## src/rtl/lsu_pkg.sv

```systemverilog
// Shared encodings and lane-select helpers for the DM load/store initiator.
package lsu_pkg;

  localparam logic [1:0] SZ_B = 2'b00;
  localparam logic [1:0] SZ_H = 2'b01;
  localparam logic [1:0] SZ_W = 2'b10;

  typedef enum logic [1:0] {
    ST_IDLE,
    ST_ACCESS,
    ST_WRITE,
    ST_RESP
  } state_t;

  // Byte-lane enables touched by an access of the given size at a word offset.
  function automatic logic [3:0] lane_mask(input logic [1:0] size, input logic [1:0] offset);
    case (size)
      SZ_B:    return 4'b0001 << offset;
      SZ_H:    return offset[1] ? 4'b1100 : 4'b0011;
      default: return 4'b1111;
    endcase
  endfunction

  function automatic logic [31:0] expand_mask(input logic [3:0] lanes);
    return {{8{lanes[3]}}, {8{lanes[2]}}, {8{lanes[1]}}, {8{lanes[0]}}};
  endfunction

  // Copy right-aligned store data into every lane so the mask picks the target one.
  function automatic logic [31:0] replicate_lanes(input logic [1:0] size, input logic [31:0] data);
    case (size)
      SZ_B:    return {4{data[7:0]}};
      SZ_H:    return {2{data[15:0]}};
      default: return data;
    endcase
  endfunction

endpackage

```

## src/rtl/lsu_align.sv

```systemverilog
// Combinational lane logic: load extract/extend and sub-word store merge.
module lsu_align
  import lsu_pkg::*;
(
  input  logic [1:0]  size,
  input  logic        is_unsigned,
  input  logic [1:0]  offset,
  input  logic [31:0] dout,
  input  logic [31:0] wdata,
  output logic [31:0] load_data,
  output logic [31:0] merge_data
);

  logic [31:0] shifted;
  logic [31:0] lane_bits;

  // NOTE: every output of a combinational block gets a value on every path,
  // otherwise synthesis infers a latch to hold the old one.
  always_comb begin
    shifted    = dout >> {offset, 3'b000};
    lane_bits  = expand_mask(lane_mask(size, offset));
    merge_data = (dout & ~lane_bits) | (replicate_lanes(size, wdata) & lane_bits);
    case (size)
      SZ_B:    load_data = is_unsigned ? {24'h0, shifted[7:0]}
                                       : {{24{shifted[7]}}, shifted[7:0]};
      SZ_H:    load_data = is_unsigned ? {16'h0, shifted[15:0]}
                                       : {{16{shifted[15]}}, shifted[15:0]};
      default: load_data = dout;
    endcase
  end

endmodule

```

## src/rtl/dm_lsu_initiator.sv

```systemverilog
// CPU-side initiator for the word-only data memory: byte/half/word loads and
// stores, read-modify-write for sub-word stores, error response for bad requests.
module dm_lsu_initiator
  import lsu_pkg::*;
#(
  parameter int DM_DEPTH  = 256,
  parameter bit CHECK_OOR = 1'b1
) (
  input  logic        clk,
  input  logic        rstn,
  input  logic        req_valid,
  output logic        req_ready,
  input  logic        req_we,
  input  logic [1:0]  req_size,
  input  logic        req_unsigned,
  input  logic [31:0] req_addr,
  input  logic [31:0] req_wdata,
  output logic        resp_valid,
  output logic [31:0] resp_rdata,
  output logic        resp_err,
  output logic [31:0] dm_addr,
  output logic        dm_we,
  output logic [31:0] dm_din,
  input  logic [31:0] dm_dout
);

  state_t      state;
  logic        we_r;
  logic [1:0]  size_r;
  logic        unsigned_r;
  logic [1:0]  offset_r;
  logic [31:0] wdata_r;
  logic [31:0] load_data;
  logic [31:0] merge_data;
  logic        req_bad;

  always_comb begin
    req_bad = (req_size == 2'b11)
            || (req_size == SZ_H && req_addr[0])
            || (req_size == SZ_W && req_addr[1:0] != 2'b00)
            || (CHECK_OOR && ({2'b00, req_addr[31:2]} >= 32'(DM_DEPTH)));
  end

  lsu_align u_align (
    .size        (size_r),
    .is_unsigned (unsigned_r),
    .offset      (offset_r),
    .dout        (dm_dout),
    .wdata       (wdata_r),
    .load_data   (load_data),
    .merge_data  (merge_data)
  );

  // dm_addr and a word-store dm_we are set on the accept edge so they are
  // already valid throughout ACCESS; the merged sub-word word is registered
  // straight into dm_din on the way to WRITE.
  // NOTE: state registers use non-blocking assignments so every flop samples
  // pre-edge values; the async reset branch lets rstn kill dm_we immediately.
  always_ff @(posedge clk or negedge rstn) begin
    if (!rstn) begin
      state      <= ST_IDLE;
      req_ready  <= 1'b1;
      resp_valid <= 1'b0;
      resp_err   <= 1'b0;
      resp_rdata <= '0;
      dm_addr    <= '0;
      dm_we      <= 1'b0;
      dm_din     <= '0;
      we_r       <= 1'b0;
      size_r     <= SZ_B;
      unsigned_r <= 1'b0;
      offset_r   <= 2'b00;
      wdata_r    <= '0;
    end else begin
      case (state)
        ST_IDLE: begin
          if (req_valid) begin
            we_r       <= req_we;
            size_r     <= req_size;
            unsigned_r <= req_unsigned;
            offset_r   <= req_addr[1:0];
            wdata_r    <= req_wdata;
            req_ready  <= 1'b0;
            if (req_bad) begin
              resp_valid <= 1'b1;
              resp_err   <= 1'b1;
              state      <= ST_RESP;
            end else begin
              dm_addr <= {req_addr[31:2], 2'b00};
              if (req_we && req_size == SZ_W) begin
                dm_we  <= 1'b1;
                dm_din <= req_wdata;
              end
              state <= ST_ACCESS;
            end
          end
        end
        ST_ACCESS: begin
          if (we_r && size_r != SZ_W) begin
            dm_din <= merge_data;
            dm_we  <= 1'b1;
            state  <= ST_WRITE;
          end else begin
            dm_we      <= 1'b0;
            resp_rdata <= we_r ? 32'h0 : load_data;
            resp_valid <= 1'b1;
            state      <= ST_RESP;
          end
        end
        ST_WRITE: begin
          dm_we      <= 1'b0;
          resp_valid <= 1'b1;
          state      <= ST_RESP;
        end
        default: begin
          resp_valid <= 1'b0;
          resp_err   <= 1'b0;
          resp_rdata <= '0;
          req_ready  <= 1'b1;
          state      <= ST_IDLE;
        end
      endcase
    end
  end

endmodule

```

## config.mk

```make
export PLATFORM = sky130hd
export DESIGN_NAME = dm_lsu_initiator
export DESIGN_NICKNAME = d
export VERILOG_FILES = /design/src/rtl/lsu_pkg.sv /design/src/rtl/lsu_align.sv /design/src/rtl/dm_lsu_initiator.sv
export SDC_FILE = /design/constraint.sdc
export NUM_CORES = 1
export LEC_CHECK = 0
export CORE_UTILIZATION = 35
export DETAILED_ROUTE_END_ITERATION = 8
export GPL_ROUTABILITY_DRIVEN = 0
export SYNTH_ARGS = -nofsm -noshare
export SYNTH_HDL_FRONTEND = slang
export SYNTH_SLANG_ARGS = --single-unit
```

## constraint.sdc

```tcl
create_clock -name clk -period 3 [get_ports clk]
set_input_delay 0.45 -clock clk [delete_from_list [all_inputs] [get_ports clk]]
set_output_delay 0.45 -clock clk [all_outputs]
set_load 0.02 [all_outputs]
```

==> flow_summary_export.csv, run 1 <==
group,metric,value,unit
route,drt-vias-per-instance,5.23,
logic_synthesis,synth_mux_area_frac,0.220,
critical_path,start_kind,"flip-flop",
global_routing,grt_pass1_wl,33200,µm
timing,worst_pin_slew,0.942,ns
cells_and_area,nets,929,
clock_network,path_clk_slew,0.06,ns
route,drc,0,
logic_synthesis,ys_seq_area_frac,0.494,
cells_and_area,regArea,3450,µm²
critical_path,worstSetupPathType,"reg -> reg",
clock_network,cts_sinks,138,
timing,min_period_over_period,0.856,
outcome,outcome,"completed",
timing,relSlewSlack,0.368,
logic_synthesis,syn-cell-area,7000,µm²
route,num_vias,5752,
cells_and_area,multi_input_area,3290,µm²
global_routing,grt_pass1_vias,5898,
clock_network,htree_num_levels,4,
die,start_util,0.358,
worst_hold_path,hold_path_class,"in -> async",
critical_path,critPathRequiredTime,3.30,ns
logic_synthesis,synth_top_family_by_area,"multiplexers",
route,dr.pass1.iters,5,
timing,setup_slack,0.432,ns
global_routing,grt_usage,0.219,
die,dieWidth,143,µm
flow_run,maxCapViolations,0,
logic_synthesis,synth_compound_area_frac,0.147,
clock_network,cts_setup_buffers,0,
route,wl,21500,µm
route,post_drt_wl_per_cell,19.6,µm
timing,fin_crit,2.57,ns
cells_and_area,syn2layout_area_growth,41.2,%
die,coreArea,19500,µm²
timing,finalSetupTns,0,ns
timing,setup_viol,0,
logic_synthesis,synth-seq-cells,138,
logic_synthesis,synth_ff_type,"dfrtp_1",
critical_path,crit_arrival,2.87,ns
clock_network,clock_latency,0.42,ns
power,vdd_ir_drop_max,0.531,mV
logic_synthesis,synthCells,630,
timing,finalHoldViolCount,0,
logic_synthesis,synth_xor_area_frac,0,
logic_synthesis,synth_fa_ha_area_frac,0.00715,
critical_path,critPathCaptureType,"flip-flop",
die,die_h,143,µm
clock_network,cts.repair.resized,0,
global_routing,antenna_found_initial,1,
route,drt_iter0_markers,320,
clock_network,cts_buffers,17,
power,power,10400,µW
clock_network,cts-hold-fix-buffers,0,
die,die-area,20600,µm²
logic_synthesis,synthArstFlopShare,1.00,
cells_and_area,fillCellCount,1784,
logic_synthesis,synth-edff-count,0,
cells_and_area,drive_above_1_share,0.166,
clock_network,root_buffer,"clkbuf_16",
power,power_density,1060,nW/µm²
place,dpl_worst_slack,0.112,ns
logic_synthesis,netlist-cell-type-count,44,
timing,fmax,0.389,GHz
timing,rsz0062_at_grt,"no",
logic_synthesis,synth_area_per_cell,11.1,µm²
power,p_leak,0.00436,µW
place,dpl.hpwl,16100,µm
die,io-pin-count,203,
global_routing,grt_max_degree,82,
clock_network,cts_tree,"built",
place,placed_cell_area,9280,µm²
logic_synthesis,synth_simple_gate_area_frac,0.0951,
timing,skew,0.00834,ns
clock_network,cts_max_path_buffers,2,
route,final_antenna_net_count,0,
critical_path,path_max_fanout,24,
global_routing,gr-total-overflow,0,
cells_and_area,post-route-cell-area,9880,µm²
die,rows,51,
place,port_buffers,200,
logic_synthesis,ys_warn_count,0,
timing,drv_slew,0,
cells_and_area,antennaDiodeCount,0,
worst max-delay path, cell delays in order, from the launching register on:
cell and delay (ns):
dfrtp_1 0.66, clkinvlp_4 0.46, o21ai_0 0.35, a22oi_1 0.19, nand2_4 0.38, mux2_2 0.39
stage by stage:
step           instances  hold WS (ns)  utilization
2_1_floorplan        631         0.154            -
3_3_place_gp        1068         0.483        0.475
3_5_place_dp        1068         0.484        0.475
6_report            1100        0.0639        0.506
4_1_cts             1100         0.110        0.506
5_1_grt             1100         0.123        0.506
path summary, 6_finish.rpt:
path | startpoint | endpoint | slack, ns | depth (start not counted)
max reg2reg | size_r[1] | dm_din[0] | 0.43 | 5
min | rstn | dm_din[28] | 0.06 | 1
min reg2reg | resp_rdata[9] | resp_rdata[9] | 0.49 | 2
min in group clk | resp_rdata[9] | resp_rdata[9] | 0.49 | 2
max in group asynchronous | rstn | dm_din[8] | 2.22 | 2
max | size_r[1] | dm_din[0] | 0.43 | 5
placed cells by master, fill, tap and decap left out, types with 9 or more instances in the layout:
master	synthesis	layout
nand2_1	44	44
dfrtp_1	137	137
a22o_1	10	10
nand2b_1	19	19
mux2_4	20	20
clkbuf_16	0	17
clkdlybuf4s50_1	0	199
a21oi_1	41	41
nor2b_1	26	26
inv_1	14	14
buf_4	2	16
mux2_2	59	59
a221o_1	17	17
nor2_1	31	30
mux2i_1	55	55
a31oi_1	9	9
o21ai_0	50	50
per-layer routing:
metal	vias up	track usage	share of wire
met2	241	0.352	0.48
met3	45	0.0670	0.074
li1	2647	-	-
met5	-	0	0.00046
met1	2817	0.264	0.41
met4	2	0.113	0.036
synthesized netlist by cell type (2+ instances only):
library cell	number	share of area
dfrtp_1	137	0.49
mux2_2	59	0.095
mux2i_1	55	0.079
o21ai_0	50	0.036
nand2_1	44	0.024
a21oi_1	41	0.029
clkbuf_1	31	0.017
nor2_1	31	0.017
nor2b_1	26	0.023
mux2_4	20	0.043
nand2b_1	19	0.017
a221o_1	17	0.024
inv_1	14	0.0075
a22o_1	10	0.013
a31oi_1	9	0.0080
o221ai_1	8	0.010
o31a_1	8	0.010
buf_2	6	0.0043
nor4_1	5	0.0045
buf_1	4	0.0021
ha_1	4	0.0072
o21ai_1	4	0.0029
a22oi_1	2	0.0021
and2_1	2	0.0018
buf_4	2	0.0021
buf_6	2	0.0032
o211ai_1	2	0.0021
o21ai_2	2	0.0025
cell families (layout without fill, tap and decap cells):
family | after synthesis | count (layout)
adder cells (fa/ha/maj) | 4 | 4
flip-flops | 138 | 138
other | 1 | 2
multiplexers | 135 | 135
AO/OA/AOI/OAI | 157 | 157
AND/OR/NAND/NOR | 134 | 134
buffers and inverters | 61 | 265
where the power goes:
| group | total, µW | switching, µW | internal [µW] |
|---|---|---|---|
| logic | 5180 | 2640 | 2550 |
| registers | 3150 | 597 | 2550 |
| clock network | 2110 | 778 | 1330 |
| total | 10400 | 4010 | 6430 |
flip-flops by register name, indices dropped and copies added, names as in the netlist, 2 cells and up:
signal	flops
wdata_r	32
offset_r	2
dm_addr	30
dm_din	32
resp_rdata	32
size_r	2
state	2
area by class of cell:
cell class	count	area share
Clock buffer	25	0.0512
Clock inverter	7	0.00886
Inverter	16	0.00646
Multi-Input combinational cell	432	0.333
Sequential cell	138	0.350
Tap cell	265	0.0336
Timing Repair Buffer	217	0.217
Note: power is estimated with default switching activity, not from simulation.
==> inputs of run 2 (changes only) <==
Clock period 3 ns to 2.4 ns, I/O delays scaled along.
==> run 2 against run 1 <==
Against the previous run:
- hold slack better by 0.43 ns
- utilization grew 0.95 points
- global-route usage increased by 0.098 points
- final area grew 1.9%
- critical path depth rose by 3
- critical path type unchanged
- clock power rose by 32%
- sequential power rose by 23%
==> flow_summary_export.csv, run 2 (same netlist as run 1, synthesis figures left out) <==
group,metric,value,unit
global_routing,grt_max_degree,62,
global_routing,gr-total-overflow,0,
die,die-area,20600,µm²
global_routing,grt_pass1_vias,5998,
critical_path,start_kind,"flip-flop",
critical_path,crit_arrival,2.53,ns
worst_hold_path,hold_path_class,"in -> async",
route,drt_iter0_markers,361,
flow_run,maxCapViolations,0,
route,wl,21700,µm
power,power_frac_comb,0.500,
cells_and_area,antennaDiodeCount,0,
power,p_leak,0.00445,µW
global_routing,antenna_found_initial,0,
clock_network,htree_num_levels,4,
timing,finalSetupTns,0,ns
clock_network,root_buffer,"clkbuf_16",
critical_path,path_max_fanout,50,
global_routing,grt_pass1_wl,33700,µm
cells_and_area,layout_commonest_cell,"clkdlybuf4s50_1",
cells_and_area,nets,944,
critical_path,worstSetupPathType,"reg -> reg",
cells_and_area,drive_above_1_share,0.182,
power,p_switching,5110,µW
die,coreArea,19500,µm²
timing,relSlewSlack,0.574,
clock_network,cts_buffers,17,
timing,worst_pin_slew,0.635,ns
cells_and_area,syn2layout_area_growth,43.8,%
cells_and_area,top_regs,"dm_din: 32 flops, resp_rdata: 32 flops, wdata_r: 32 flops",
cells_and_area,final_cell_mix,"199 x clkdlybuf4s50_1, 137 x dfrtp_1, 59 x mux2_2",
clock_network,clock_latency,0.42,ns
place,dpl.hpwl,16100,µm
route,final_antenna_net_count,0,
timing,fin_crit,2.19,ns
route,drc,0,
cells_and_area,fillCellCount,1777,
timing,min_period_over_period,0.913,
clock_network,cts_tree,"built",
power,p_sw_frac,0.383,
clock_network,cts_max_path_buffers,2,
timing,rsz0062_at_grt,"no",
die,rows,51,
timing,drv_slew,0,
critical_path,critPathRequiredTime,2.73,ns
outcome,outcome,"completed",
route,drt-vias-per-instance,5.18,
clock_network,cts_sinks,138,
place,port_buffers,200,
die,io-pin-count,203,
power,clock_power_share,0.209,
power,pwr-share-seq,0.291,
power,power_density,1320,nW/µm²
die,die_h,143,µm
route,num_vias,5780,
power,p_int,8230,µW
critical_path,critPathCaptureType,"flip-flop",
route,dr.pass1.iters,5,
global_routing,grt_usage,0.220,
cells_and_area,utilization,0.516,
clock_network,path_clk_slew,0.06,ns
clock_network,cts_setup_buffers,0,
timing,finalHoldViolCount,0,
die,dieWidth,143,µm
die,start_util,0.358,
timing,skew,0.00880,ns
timing,fmax,0.456,GHz
timing,hold_ws,0.491,ns
power,vdd_ir_drop_max,0.621,mV
timing,setup_viol,0,
route,post_drt_wl_per_cell,19.4,µm
==> run 2: cell types whose count changed in the layout (fill, tap and decap cells not counted), sizes merged <==
cell,change
buf,+14
clkbuf,-3
clkinvlp,+2
bufinv,+1
dlygate4sd3,+1
==> run 2: layout make-up <==
type,instances,area (µm²),share of cell area
Timing Repair Buffer,232,2290,0.227
Sequential cell,138,3450,0.343
Clock inverter,10,139,0.0138
Inverter,16,60.1,0.00597
Multi-Input combinational cell,432,3300,0.328
Tap cell,265,332,0.0329
Clock buffer,22,494,0.0491
==> run 2: power groups by stage <==
stage,registers [µW],clock network [µW],logic (µW)
6_report,3880,2790,6670
5_1_grt,3980,2950,7200
4_1_cts,3860,2840,6670
3_5_place_dp,3890,0,6630
3_3_place_gp,3850,0,6500
2_1_floorplan,4270,0,3810
==> run 2: stage by stage <==
stage	power (µW)	cell area, µm²	setup WS (ns)	instances
after floorplan	8080	7000	0.250	631
after global placement	10400	9410	-0.117	1082
final	13300	10100	0.209	1115
after detailed placement	10500	9410	-0.172	1082
after CTS	13400	10100	0.00560	1115
after global routing	14100	10100	0.0747	1115
==> run 2: final timing paths <==
kind	from	slack, ns	depth (start not counted)	to
setup / recovery	state[1]	0.21	8	resp_rdata[15]
min in group clk	resp_rdata[13]	0.49	2	resp_rdata[13]
setup reg to reg	state[1]	0.21	8	resp_rdata[15]
hold / removal	rstn	0.49	2	dm_din[28]
max in group asynchronous	rstn	1.14	3	dm_addr[20]
hold reg to reg	resp_rdata[13]	0.49	2	resp_rdata[13]
==> run 2: worst max-delay path: stages (launching register included) <==
cell and delay [ns]:
dfrtp_1 0.42, inv_1 0.11, ha_2 0.22, buf_6 0.39, o211ai_1 0.25, nand2_1 0.13, buf_4 0.34, a22oi_1 0.14
o21ai_0 0.09
==> run 2: timing repair <==
| item | in CTS | in global routing |
|---|---|---|
| endpoints found under the hold margin | 59 | 0 |
| hold buffers | 1 | 0 |
| resized for setup | 0 | 2 |
| endpoints found under the setup margin | 0 | 32 |
==> run 2: per-layer routing <==
| metal | up-vias | track usage | wire (µm) |
|---|---|---|---|
| li1 | 2679 | - | - |
| met1 | 2839 | 0.275 | 9220 |
| met2 | 226 | 0.354 | 10200 |
| met3 | 36 | 0.0640 | 1590 |
| met4 | 0 | 0.0901 | 612 |
| met5 | - | 0 | 0 |
